<file path="config.mk">
export PLATFORM = sky130hd
export DESIGN_NAME = lsu_mem_master
export DESIGN_NICKNAME = d
export VERILOG_FILES = /design/src/rtl/lsu_mem_master_pkg.sv /design/src/rtl/lsu_align.sv /design/src/rtl/lsu_mem_master.sv
export SDC_FILE = /design/constraint.sdc
export NUM_CORES = 1
export LEC_CHECK = 0
export CORE_MARGIN = 2
export CORE_UTILIZATION = 40
export CTS_CLUSTER_SIZE = 14
export DETAILED_ROUTE_END_ITERATION = 10
export PLACE_DENSITY = 0.91
export SYNTH_ARGS = -nofsm -noshare
export SYNTH_HDL_FRONTEND = slang
export SYNTH_SLANG_ARGS = --single-unit
</file>
<file path="constraint.sdc">
create_clock -name clk -period 2.2 [get_ports clk]
set_input_delay 0.44 -clock clk [delete_from_list [all_inputs] [get_ports clk]]
set_output_delay 0.44 -clock clk [all_outputs]
set_load 0.005 [all_outputs]
</file>
<file path="src/rtl/lsu_mem_master_pkg.sv">
// Shared encodings for the load/store master: RV funct3 codes, FSM states, access sizes.
// The optional misalignment trap (LSU_MISALIGN_CHECK_EN) uses the misaligned() helper here.
package lsu_mem_master_pkg;

    localparam int ADDR_W_DEF = 32;
    localparam int DATA_W_DEF = 32;
    localparam int STRB_W_DEF = 8;

    localparam logic [2:0] F3_LB  = 3'b000;
    localparam logic [2:0] F3_LH  = 3'b001;
    localparam logic [2:0] F3_LW  = 3'b010;
    localparam logic [2:0] F3_LBU = 3'b100;
    localparam logic [2:0] F3_LHU = 3'b101;
    localparam logic [2:0] F3_SB  = 3'b000;
    localparam logic [2:0] F3_SH  = 3'b001;
    localparam logic [2:0] F3_SW  = 3'b010;

    localparam logic [2:0] ST_IDLE = 3'd0;
    localparam logic [2:0] ST_AR   = 3'd1;
    localparam logic [2:0] ST_R    = 3'd2;
    localparam logic [2:0] ST_W    = 3'd3;
    localparam logic [2:0] ST_DONE = 3'd4;

    typedef enum logic [1:0] {
        SZ_BYTE = 2'd0,
        SZ_HALF = 2'd1,
        SZ_WORD = 2'd2
    } size_e;

    // Undefined funct3 codes fall back to a full word access.
    function automatic size_e load_size(input logic [2:0] op);
        case (op)
            F3_LB, F3_LBU: return SZ_BYTE;
            F3_LH, F3_LHU: return SZ_HALF;
            default:       return SZ_WORD;
        endcase
    endfunction

    function automatic size_e store_size(input logic [2:0] op);
        case (op)
            F3_SB:   return SZ_BYTE;
            F3_SH:   return SZ_HALF;
            default: return SZ_WORD;
        endcase
    endfunction

    function automatic logic misaligned(input size_e sz, input logic [1:0] lane);
        case (sz)
            SZ_HALF: return lane[0];
            SZ_WORD: return (lane != 2'b00);
            default: return 1'b0;
        endcase
    endfunction

endpackage

</file>
<file path="src/rtl/lsu_align.sv">
// Combinational lane logic: load byte/halfword extraction with extension, and
// store data shifting plus byte-strobe generation.
module lsu_align
    import lsu_mem_master_pkg::*;
(
    input  logic [2:0]                op_i,
    input  logic [1:0]                lane_i,
    input  logic [DATA_W_DEF-1:0]     rdata_i,
    input  logic [DATA_W_DEF-1:0]     store_data_i,
    output logic [DATA_W_DEF-1:0]     load_data_o,
    output logic [DATA_W_DEF-1:0]     wdata_o,
    output logic [STRB_W_DEF-1:0]     wstrb_o
);

    logic [7:0]  byte_v;
    logic [15:0] half_v;
    logic        sign_ext;
    logic [3:0]  strb4;

    // funct3[2] set means the unsigned load variants.
    always_comb begin
        byte_v      = rdata_i[{lane_i, 3'b000} +: 8];
        half_v      = rdata_i[{lane_i[1], 4'b0000} +: 16];
        sign_ext    = ~op_i[2];
        load_data_o = rdata_i;
        case (load_size(op_i))
            SZ_BYTE: load_data_o = {{24{sign_ext & byte_v[7]}}, byte_v};
            SZ_HALF: load_data_o = {{16{sign_ext & half_v[15]}}, half_v};
            default: load_data_o = rdata_i;
        endcase
    end

    always_comb begin
        wdata_o = store_data_i << {lane_i, 3'b000};
        strb4   = 4'b1111;
        case (store_size(op_i))
            SZ_BYTE: strb4 = 4'b0001 << lane_i;
            SZ_HALF: strb4 = 4'b0011 << {lane_i[1], 1'b0};
            default: strb4 = 4'b1111;
        endcase
        wstrb_o = {4'b0000, strb4};
    end

endmodule

</file>
<file path="src/rtl/lsu_mem_master.sv">
// Load/store master FSM driving AXI-lite-style read/write channels and a registered
// writeback result. Define LSU_MISALIGN_CHECK_EN to trap misaligned accesses off-bus.
module lsu_mem_master
    import lsu_mem_master_pkg::*;
#(
    parameter int ADDR_W = 32,
    parameter int DATA_W = 32,
    parameter int STRB_W = 8
) (
    input  logic              clk,
    input  logic              rst,
    input  logic              req_valid_i,
    output logic              req_ready_o,
    input  logic              is_load_i,
    input  logic              is_store_i,
    input  logic [2:0]        mem_op_i,
    input  logic [ADDR_W-1:0] addr_i,
    input  logic [DATA_W-1:0] store_data_i,
    output logic [ADDR_W-1:0] araddr_o,
    output logic              arvalid_o,
    input  logic              arready_i,
    input  logic [DATA_W-1:0] rdata_i,
    input  logic [31:0]       rresp_i,
    input  logic              rvalid_i,
    output logic              rready_o,
    output logic [ADDR_W-1:0] awaddr_o,
    output logic [DATA_W-1:0] wdata_o,
    output logic [STRB_W-1:0] wstrb_o,
    output logic              wvalid_o,
    input  logic              wready_i,
    output logic              res_valid_o,
    input  logic              res_ready_i,
    output logic [DATA_W-1:0] load_data_o,
    output logic              err_o
);

    logic [2:0]        state_q, state_d;
    logic [ADDR_W-1:0] addr_q, addr_d;
    logic [2:0]        op_q, op_d;
    logic [DATA_W-1:0] sdata_q, sdata_d;
    logic [DATA_W-1:0] ldata_q, ldata_d;
    logic              err_q, err_d;
    logic              mis;
    logic [DATA_W-1:0] ext_data;
    logic [DATA_W-1:0] shifted_data;
    logic [STRB_W-1:0] strb;

    lsu_align u_align (
        .op_i         (op_q),
        .lane_i       (addr_q[1:0]),
        .rdata_i      (rdata_i),
        .store_data_i (sdata_q),
        .load_data_o  (ext_data),
        .wdata_o      (shifted_data),
        .wstrb_o      (strb)
    );

`ifdef LSU_MISALIGN_CHECK_EN
    assign mis = is_load_i ? misaligned(load_size(mem_op_i), addr_i[1:0])
                           : misaligned(store_size(mem_op_i), addr_i[1:0]);
`else
    assign mis = 1'b0;
`endif

    always_comb begin
        state_d = state_q;
        addr_d  = addr_q;
        op_d    = op_q;
        sdata_d = sdata_q;
        ldata_d = ldata_q;
        err_d   = err_q;
        case (state_q)
            ST_IDLE: begin
                if (req_valid_i) begin
                    addr_d  = addr_i;
                    op_d    = mem_op_i;
                    sdata_d = store_data_i;
                    ldata_d = '0;
                    err_d   = 1'b0;
                    // A trapped access reports straight to writeback; load wins over store.
                    if ((is_load_i || is_store_i) && mis) begin
                        err_d   = 1'b1;
                        state_d = ST_DONE;
                    end else if (is_load_i) begin
                        state_d = ST_AR;
                    end else if (is_store_i) begin
                        state_d = ST_W;
                    end else begin
                        state_d = ST_DONE;
                    end
                end
            end
            ST_AR:   if (arready_i) state_d = ST_R;
            ST_R: begin
                if (rvalid_i) begin
                    ldata_d = ext_data;
                    err_d   = (rresp_i != 32'd0);
                    state_d = ST_DONE;
                end
            end
            ST_W:    if (wready_i) state_d = ST_DONE;
            ST_DONE: if (res_ready_i) state_d = ST_IDLE;
            default: state_d = ST_IDLE;
        endcase
    end

    always_ff @(posedge clk) begin
        if (rst) begin
            state_q <= ST_IDLE;
            addr_q  <= '0;
            op_q    <= '0;
            sdata_q <= '0;
            ldata_q <= '0;
            err_q   <= 1'b0;
        end else begin
            state_q <= state_d;
            addr_q  <= addr_d;
            op_q    <= op_d;
            sdata_q <= sdata_d;
            ldata_q <= ldata_d;
            err_q   <= err_d;
        end
    end

    assign req_ready_o = (state_q == ST_IDLE);
    assign arvalid_o   = (state_q == ST_AR);
    assign rready_o    = (state_q == ST_R);
    assign wvalid_o    = (state_q == ST_W);
    assign res_valid_o = (state_q == ST_DONE);
    assign araddr_o    = arvalid_o ? addr_q : '0;
    assign awaddr_o    = wvalid_o ? addr_q : '0;
    assign wdata_o     = wvalid_o ? shifted_data : '0;
    assign wstrb_o     = wvalid_o ? strb : '0;
    assign load_data_o = ldata_q;
    assign err_o       = err_q;

endmodule

</file>
* Yosys cells after proc, flatten, opt, wreduce, memory -nomap -nowiden
Cells that the tools add are included.
W data, S select, Z words.
** Storage, ports and cells
- Register bits after elaboration :: 103
- Bits of input ports :: 140
- Output and inout bits :: 142
- Logic and storage cells :: 61
** Cells by class
- Equal/unequal tests :: 14
- Shift-type cells :: 5
- Multiplexer cells :: 22
- Bitwise gates (word level) :: 3
- Reduce and logical (&&, ||, !) cells :: 11
** Operator list (number)
- $mux W32 :: 5
- $pmux W32 S2 :: 2
- $reduce_bool A32 Y1 :: 1
- $shiftx A32 B6 Y16 :: 1
- $shiftx A32 B6 Y8 :: 1
- $shl A32 B5 Y32 :: 1
- $mux W3 :: 7
- $pmux W3 S5 :: 1
- $eq A3 B3 Y1 const B :: 3
- $pmux W2 S2 :: 2
- $pmux W4 S2 :: 1
- $eq A3 B1 Y1 const B :: 2
- $eq A3 B2 Y1 const B :: 2
- $logic_not A3 Y1 :: 2
- $ne A2 B1 Y1 const B :: 3
- $reduce_and A5 Y1 :: 1
- $eq A2 B1 Y1 const B :: 2
- $logic_not A2 Y1 :: 2
- $mux W4 :: 1
- $ne A2 B2 Y1 const B :: 2
- $reduce_or A2 Y1 :: 2
- $shl A1 B2 Y4 const A :: 1
- $shl A2 B2 Y4 const A :: 1
- $reduce_and A3 Y1 :: 1
- 6 further kinds :: 8

* Depth between registers and ports, before layout
- Depth in word-level cells :: 7
- Gate-level depth with buffers :: 8
- Gate-level depth less buffers :: 4

* Cells and area by module
From an unflattened synthesis, not the netlist that was laid out.
** Second synthesis, totals
- Cells, all modules :: 731
- Area, all modules :: 5580.4 µm²
** Modules (own cells, without submodules)
- lsu_mem_master :: instances 1, cells an instance 562, area each 4429.2 µm², seq. area each 2062.0 µm²
- lsu_align :: instances 1, cells an instance 169, area each 1151.1 µm², seq. area each 0.0 µm²

* Worst setup path after synthesis
No wires, ideal clock.
- Kind :: flip-flop to output port
- From :: reg addr_q[1]
- To :: out wdata_o[16]
- Arrival time :: 1.330 ns
- Required time :: 1.760 ns
- Setup slack :: 0.430 ns
- Cell stages (with the launch flop) :: 8
- Path buffers :: 3
- Cells stage by stage :: dfxtp_1 > buf_4 > buf_4 > buf_4 > mux2i_1 > nor2_1 > a21oi_1 > nor2_1
** On the way
- Longest elaborated chain between the ends :: 2
** Ends and longest elaborated chain
- from (decl) :: line lsu_mem_master.sv:38 : logic [ADDR_W-1:0] addr_q, addr_d;
- from (signal assigned) :: line lsu_mem_master.sv:117 : addr_q <= addr_d;
- $shl A32 B5 Y32 :: line lsu_align.sv:34 : wdata_o = store_data_i << {lane_i, 3'b000};
- $mux W32 :: line lsu_mem_master.sv:132 : assign wdata_o = wvalid_o ? shifted_data : '0;
- to (decl) :: line lsu_mem_master.sv:27 : output logic [DATA_W-1:0] wdata_o,
No other way between the ends.

* Worst setup path in the final report
- From :: reg addr_q[1]
- To :: out wdata_o[30]
The elaborated chain is that of the path after synthesis.

==> flow_metrics.py <==
metrics = {
    "outcome": {
        "outcome": "complete, no violations",
    },
    "power": {
        "leakagePower_nw": 5.06,
        "max-vdd-ir-drop_uv": 415,
        "power_mw": 6.47,
        "p_per_area_nw_per_um2": 700,
    },
    "synthesis": {
        "yosys_warnings": 0,
        "synthCells": 705,
        "synth-seq-area-share_pct": 38.4,
        "yosysTopAreaCell": "dfxtp_1",
        "postSynthAreaPerCell_um2": 7.63,
        "synth_edf_count": 0,
        "yosys_most_used_dff": "dfxtp_1",
        "ys_ff_latch": 103,
        "synth_cell_types": 45,
        "synth.most_common_cell": "nand2_1",
        "async_flop_share_pct": 0,
        "netlist.area_leader.share_pct": 38.4,
        "ys_top_cells_by_count": "nand2_1, dfxtp_1, a21oi_1, and3_1, clkbuf_1",
        "synth.area.top_cells": "dfxtp_1, nand2_1, a21oi_1, and3_1, mux2i_1",
        "syn_area_um2": 5380,
    },
    "placement": {
        "port_buffers": 277,
        "dp.final_hpwl_mm": 14.4,
        "dp.cells": 1127,
        "dp_slack_ns": -0.00442,
        "place_congestion": 0.903,
    },
    "clocking": {
        "clk_pin_slew_ns": 0.07,
        "cts_tree": "built",
        "insertion_delay_ns": 0.35,
        "ctsRootBufferMaster": "clkbuf_16",
        "clk_path_buf_depth": 2,
        "cts_max_level": 3,
        "cts_made_buffers": 9,
        "clock_sinks": 103,
        "cts-hold-fix-buffers": 0,
    },
    "run": {
        "maxCapViolCount": 0,
    },
    "drt": {
        "dr.pass1.iters": 5,
        "num_vias": 6195,
        "wl_mm": 20.6,
        "ant_nets": 0,
        "avgRoutedWirePerCell_um": 17.7,
        "drcViolationCount": 0,
        "via_per_inst": 5.32,
        "drt_iter0_markers": 405,
    },
    "global_routing": {
        "grt_antenna_before_repair": 2,
        "grt_usage_pct": 26.2,
        "grt_pass1_vias": 5783,
        "grt-ovfl-total": 0,
        "grt_pass1_wl_mm": 29.9,
        "grt_max_degree": 63,
    },
    "timing": {
        "setup_viol": 0,
        "rsz0062_at_grt": "true",
        "finalHoldViolations": 0,
        "post-route-period-util_pct": 97.7,
        "setup_tns_ns": 0,
        "post-route-min-period_ns": 2.15,
        "final.setup.worst_slack_ns": 0.0510,
        "finalMaxSlewViolations": 0,
        "fmax_ghz": 0.465,
        "skew_ns": 0.00610,
    },
    "min_path": {
        "min_from": "load_data_o[0]$_SDFFE_PP0P_",
        "min_path_type": "flop to flop",
    },
    "setup_path": {
        "cp.required_ns": 1.76,
        "cpPeakStageDelay_ns": 0.37,
        "crit_path_start": "addr_q[1]$_SDFFE_PP0P_",
        "crit_path_end_kind": "primary output",
        "cp.arrival_ns": 1.71,
        "crit_fanout": 6,
        "crit_type": "flop to primary output",
        "cp_slowest_cell": "dfxtp_4",
        "startpoint_type": "flop",
        "timing.rr.start": "addr_q[1]$_SDFFE_PP0P_",
        "cp_cell_sequence": "buf_12, buf_4, mux2i_4, a211oi_1, dlygate4sd2_1",
    },
    "layout": {
        "nets": 1123,
        "final_cells": 1164,
        "drive_gt1_share_pct": 13.5,
        "syn2layout_area_growth_pct": 72.1,
        "fin_util_pct": 70.2,
    },
    "die": {
        "start_util_pct": 40.8,
        "rows": 42,
        "die_x_um": 120,
        "dieArea_um2": 14400,
        "die_y_um": 120,
        "pin_count": 282,
        "core-area_um2": 13200,
    },
}
flip-flops by register name (all words and copies together) (netlist names):
register     count
state_q          3
addr_q          32
load_data_o     32
op_q             3
sdata_q         32
err_o            1
timing repair:
item,CTS,global route
cloned,0,5
endpoints found under the setup margin,104,60
pin swaps,3,2
setup buffers,6,13
resized for setup,65,133
metal layers:
metal / up-vias / routed length, um / track usage [%]
met1: 2886 / 8060 / 30.9
li1: 2959 / - / -
met4: 2 / 559 / 10.6
met3: 41 / 1840 / 7.41
met2: 307 / 10100 / 44.6
met5: - / 13 / 0
path summary, 6_finish.rpt:
kind	end	slack, ns	cells past startpoint
worst min register to register	load_data_o[0]$_SDFFE_PP0P_	0.46	2
worst max register to register	load_data_o[11]$_SDFFE_PP0P_	0.23	5
worst min-delay path	load_data_o[0]$_SDFFE_PP0P_	0.46	2
worst max-delay path	wdata_o[30]	0.05	5
per-stage QoR:
step	hold slack, ns	area, um2
2_1_floorplan	0.432	5390
3_3_place_gp	0.434	8350
3_5_place_dp	0.442	8350
4_1_cts	0.456	8800
5_1_grt	0.481	9250
6_report	0.458	9250
cells in the final DEF (no fill, tap or decap), types with 14 or more instances in the layout:
| cell | Yosys | routed |
|---|---|---|
| nand2_1 | 181 | 179 |
| clkdlybuf4s50_1 | 0 | 172 |
| buf_4 | 10 | 28 |
| dlymetal6s2s_1 | 0 | 71 |
| nor2_1 | 32 | 29 |
| o21ai_0 | 18 | 18 |
| and3_1 | 63 | 62 |
| a211oi_1 | 16 | 15 |
| nand2b_1 | 16 | 16 |
| clkbuf_16 | 0 | 14 |
| a22oi_1 | 16 | 16 |
| clkbuf_2 | 0 | 14 |
| dfxtp_1 | 103 | 98 |
| mux2i_1 | 24 | 16 |
| a21oi_1 | 81 | 80 |
| nor2b_1 | 21 | 18 |
logic make-up (layout without fill, tap and decap cells):
logic type / after synthesis / count (layout) / synth area share (%)
AND/OR/NAND/NOR: 342 / 342 / 30.6
other: 1 / 5 / 0.0697
multiplexers: 34 / 34 / 6.77
buffers and inverters: 71 / 350 / 6.42
AO/OA/AOI/OAI: 154 / 154 / 17.7
flip-flops: 103 / 103 / 38.4
report_power, final:
group	switching, mW	total, mW	internal [mW]
combinational	1.23	2.39	1.16
sequential	0.206	2.30	2.10
clock	0.697	1.78	1.08
final cells by class:
class | count | area (um2)
timing repair buffer | 330 | 3480
inverter | 5 | 18.8
clock buffer | 12 | 267
fill | 981 | 3940
sequential | 103 | 2070
multi-input combinational | 534 | 3130
antenna | 1 | 2.50
tap | 176 | 220
clock inverter | 3 | 65.1
worst max-delay path, delay by kind of cell (launching register included):
kind / cells / cell delay [ns]
flip-flops: 1 / 0.37
AO/OA/AOI/OAI: 1 / 0.25
buffers and inverters: 3 / 0.56
multiplexers: 1 / 0.18
Note: power is estimated with default switching activity, not from simulation.
==> variant 1: new RTL, same settings <==
Add a define of `LSU_MISALIGN_CHECK_EN`.
--- a/src/rtl/lsu_mem_master.sv
+++ b/src/rtl/lsu_mem_master.sv
@@ -1,4 +1,6 @@
 // Load/store master FSM driving AXI-lite-style read/write channels and a registered
 // writeback result. Define LSU_MISALIGN_CHECK_EN to trap misaligned accesses off-bus.
+`define LSU_MISALIGN_CHECK_EN
+
 module lsu_mem_master
     import lsu_mem_master_pkg::*;
Function: changed (a bounded check fails within 4 cycles, from zero or initial values and one cycle with rst high).
==> variant 1 against the unedited design <==
  * Sequential cell count stayed put
  * Count of clock-buffer cells in the layout is 1 higher
  * Global-route usage is 0.12 points lower
  * Non-clock buffer count is 4 lower
  * Die area is 2.9% higher
  * Synthesized cell count is 2.0% lower
  * Register-to-register slack better by 0.02 ns
  * Worst setup slack worse by 0.14 ns
  * Routed wire length is 2.1% lower
  * Highest routed layer is now met4
  * Largest cell class unchanged
  * Final area is 2.3% lower
  * The run now ends with negative setup slack left
  * Area after synthesis is 3.0% higher
Power is not compared: it rests on default switching activity, and its combinational part moved more than twofold at a synthesized area within 25%.
==> variant 1: results (changes against the unedited design) <==
DR WL/cell 17.6 um (-0.84%); hold crit path type reg -> reg; static leakage just under 0.004 uW; CTS clk-pin slew, worst paths 0.06 ns; Clock Latency Late Sink 0.35 ns (about the same); Post-CTS Setup Inserts 6 (unchanged); violated checks negative setup slack; crit path capture wdata_o[1]; first-pass GRT wire length 30200 um (+1.0%); htree depth 3 (unchanged); post_cts resized 133 (+100%); Setup Total Neg Slack -0.290 ns (-0.290 ns); CTS root buffer clkbuf_16; Area contributors post-synth dfxtp_1 37%, nand2_1 10%, a21oi_1 5.5%, a21oi_2 4.9%, and2_1 4.6%; relative slew slack 0.366; GRT Total Usage 0.261 (-0.00125); Hold Path Depth 2 (unchanged); vias in the first global route 5828 (+0.78%); Post-synth ARST share 0 (unchanged); crit-path max FO 8 (+2); Final GP Congestion 0.856 (-5.2%); setup slack at placement -0.114 ns (-0.110 ns); DR iter-0 viols 428 (+5.7%); CP Launch Point state_q[2]$_SDFFE_PP0P_; sequential area share after synthesis 0.372 (-0.0113); peak supply drop 0.341 mV; IO Port Bufs 277 (unchanged); Synth Area per Inst 8.02 um^2 (+5.1%); status complete, but fails checks; RR Startpoint state_q[0]$_SDFFE_PP0P_; reg-to-reg slack, setup 0.25 ns (+0.02 ns); layout cells sized above 1 0.148 (+0.0134); CTS Buf Count 9 (unchanged); post-DP HPWL 14400 um (about the same); largest net degree at the start of global routing 45 (-29%); final instance area 9040 um^2 (-2.3%); Worst Hold Path EP load_data_o[1]$_SDFFE_PP0P_; non-filler cells, final 1149 (-1.3%); critical path arrival 1.85 ns (+0.14 ns); sequential logic power 2060 uW; Fin Hold WS 0.450 ns (-0.00878 ns); Ys Warns 0 (unchanged); Detailed Routing Iterations Pass 1 5 (unchanged); via count 6113 (-1.3%); worst hold start load_data_o[1]$_SDFFE_PP0P_; antenna violations before repair 0 (-2); Fillers 1107 (+13%); clock share of power 0.337; number of distinct library cells after synthesis 51 (+13%); deepest clock path buffer count 2 (unchanged); EDFF count, synth 0 (unchanged); Worst Reg-to-Reg Cells 4 (-1); Final Setup Violations 6 (+6); Reg2Reg Capture Point load_data_o[18]$_SDFFE_PP0P_; clk_skew 0.00640 ns (+0.000295 ns); Synth top cells by count 147 x nand2_1, 103 x dfxtp_1, 61 x a21oi_1, 41 x and2_1, 36 x nor2_1; Post-DP Area 8470 um^2 (+1.4%); worst setup margin -0.0867 ns (-0.138 ns); DRC Markers 0 (unchanged)
-- variant 1: logic make-up after synthesis --
logic type             Yosys count  synth area share
AOI/OAI and AO/OA              174             0.221
muxes                           29            0.0581
and+or+nand+nor                314             0.280
buffers and inverters           70            0.0682
DFF                            103             0.372
other                            1          0.000677
-- variant 1: per-layer routing --
layer	global-route usage	share of wire	vias to the layer above
met5	0	0	-
met4	0.104	0.032	0
met3	0.0669	0.077	50
met2	0.445	0.49	254
met1	0.313	0.40	2858
li1	-	-	2951
-- variant 1: layout make-up --
class / instances / area share
Antenna cell: 1 / 0.000277
Clock buffer: 13 / 0.0277
Clock inverter: 1 / 0.00332
Inverter: 8 / 0.00360
Multi-Input combinational cell: 521 / 0.354
Sequential cell: 103 / 0.229
Tap cell: 176 / 0.0243
Timing Repair Buffer: 326 / 0.358
-- variant 1: worst max-delay path, stage by stage, from the launching register on --
cell and delay [ns]:
dfxtp_2 0.32, and2b_2 0.25, nand3_4 0.10, nor2_4 0.19
and2_1 0.15, clkdlybuf4s50_1 0.49
==> variant 2: new RTL, same settings <==
Made on the original files. Register the output `err_o` once more, cleared by the reset; this adds one clock of latency there. The other outputs are not delayed to match.
--- a/src/rtl/lsu_mem_master.sv
+++ b/src/rtl/lsu_mem_master.sv
@@ -133,5 +133,11 @@
     assign wstrb_o     = wvalid_o ? strb : '0;
     assign load_data_o = ldata_q;
-    assign err_o       = err_q;
+    always_ff @(posedge clk) begin
+        if (rst) begin
+            err_o <= '0;
+        end else begin
+            err_o <= err_q;
+        end
+    end
 
 endmodule
Check against the original RTL: not equivalent (Yosys sat finds a counterexample within 4 cycles, from zero or initial values and one cycle with rst high).
==> variant 2 against the unedited design <==
  * Worst setup slack worse by 0.051 ns
  * Combinational power is 4% higher
  * Routed wire length is 0.81% higher
  * Total power is 1.8% lower
  * Area after synthesis is 0.58% lower
  * Final area is 2.6% lower
  * Sequential share of layout area rose by 0.88 points
  * Sequential cell count grew 1
==> variant 2: results (changes against the unedited design) <==
status finished, final reports clean; Synth top cells by count 149 x nand2_1, 104 x dfxtp_1, 94 x a21oi_1, 63 x and3_1, 43 x clkbuf_1; worst hold start rst; sequential area share after synthesis 0.390 (+0.00599); first-pass GRT wire length 31000 um (+3.8%); post-DR vias/cell 5.42 (+1.8%); number of nets in the layout 1114 (-0.80%); Worst Hold Path EP addr_q[1]$_SDFFE_PP0P_; DR WL/cell 18.0 um (+1.6%); Ant. Diodes 0 (-1); Final GP Congestion 0.854 (-5.5%); largest net degree at the start of global routing 66 (+4.8%); Fillers 1059 (+8.0%); Detailed Routing Iterations Pass 1 6 (+1); reg-to-reg slack, setup 0.13 ns (-0.10 ns); peak supply drop 0.499 mV (+20%); Fin Hold WS 0.375 ns (-0.0839 ns); antenna violations before repair 1 (-1); number of distinct library cells after synthesis 43 (-4.4%); hold crit path type in -> reg; static leakage 0.00397 uW (-21%); clk_skew 0.00794 ns (+0.00184 ns); post-DP HPWL 14000 um (-2.4%); crit-path max FO 13 (+7); CTS root buffer clkbuf_16; vias in the first global route 5974 (+3.3%); layout cells sized above 1 0.134 (-0.000942); GRT Total Usage 0.274 (+0.0121); critical path arrival 1.76 ns (+0.05 ns); DR iter-0 viols 595 (+47%); CTS Buf Count 9 (unchanged); Area contributors post-synth dfxtp_1 39%, nand2_1 10%, a21oi_1 8.8%, and3_1 7.4%, mux2i_1 5.1%
==> variant 2: through the flow <==
stage,util,total power [uW],instance area (um^2),instances,worst slack [ns]
floorplan,-,3450,5360,695,0.325
global placement,0.630,4260,8270,1109,-0.302
detailed placement,0.630,4320,8270,1109,-0.350
CTS,0.673,6210,8840,1145,-0.142
global route,0.686,6680,9010,1155,-0.0960
finish,0.686,6360,9010,1155,0.000173
==> variant 2: what timing repair did <==
item / in CTS / in global routing
resized for setup: 161 / 60
cloned: 5 / 1
endpoints found under the setup margin: 102 / 65
pin swaps: 3 / 5
setup buffers: 15 / 10
==> variant 2: critical path: stages, from the launching register on <==
cell           delay, ns
dfxtp_4             0.38
bufbuf_16           0.28
nor2b_1             0.06
a211oi_1            0.32
a211oi_2            0.10
dlygate4sd2_1       0.28
==> variant 2: kinds of logic (layout without fill, tap and decap cells) <==
| kind of cell | Yosys count | in the layout | synth area share |
|---|---|---|---|
| simple gates | 309 | 309 | 0.282 |
| compound gates | 173 | 173 | 0.203 |
| flops | 104 | 104 | 0.390 |
| buf+inv | 76 | 360 | 0.0705 |
| mux | 29 | 29 | 0.0548 |
| other cells | 1 | 4 | 0.000702 |
==> variant 2: final cells by class <==
| type | count | area share |
|---|---|---|
| Sequential cell | 104 | 0.233 |
| Timing Repair Buffer | 338 | 0.372 |
| Inverter | 6 | 0.00250 |
| Tap cell | 176 | 0.0244 |
| Clock buffer | 9 | 0.0250 |
| Clock inverter | 7 | 0.00611 |
| Multi-Input combinational cell | 515 | 0.338 |
==> variant 2: worst max-delay path by stage <==
stage | start | to | slack, ns | cells past startpoint
finish | addr_q[1]$_SDFFE_PP0P_ | wdata_o[29] | 0.0002 | 5
global route | addr_q[1]$_SDFFE_PP0P_ | wdata_o[29] | -0.1 | 5
CTS | addr_q[1]$_SDFFE_PP0P_ | wstrb_o[3] | -0.14 | 4
detailed placement | req_valid_i | load_data_o[4]$_SDFFE_PP0P_ | -0.35 | 6
global placement | req_valid_i | load_data_o[2]$_SDFFE_PP0P_ | -0.30 | 6
floorplan | addr_q[1]$_SDFFE_PP0P_ | wdata_o[0] | 0.32 | 6
==> variant 2: power by group <==
group | internal [uW] | total (uW) | leakage (uW) | switching, uW
combinational | 1250 | 2490 | 0.00298 | 1250
clock | 780 | 1530 | 0.000138 | 748
sequential | 2120 | 2340 | 0.000852 | 221
total | 4140 | 6360 | 0.00397 | 2210
==> variant 2: routing by layer <==
metal	up-vias	part of all wire	GRT usage
met1	2926	0.39	0.328
met3	49	0.087	0.0665
met2	303	0.50	0.476
met4	2	0.025	0.101
met5	-	0.00063	0
li1	2977	-	-
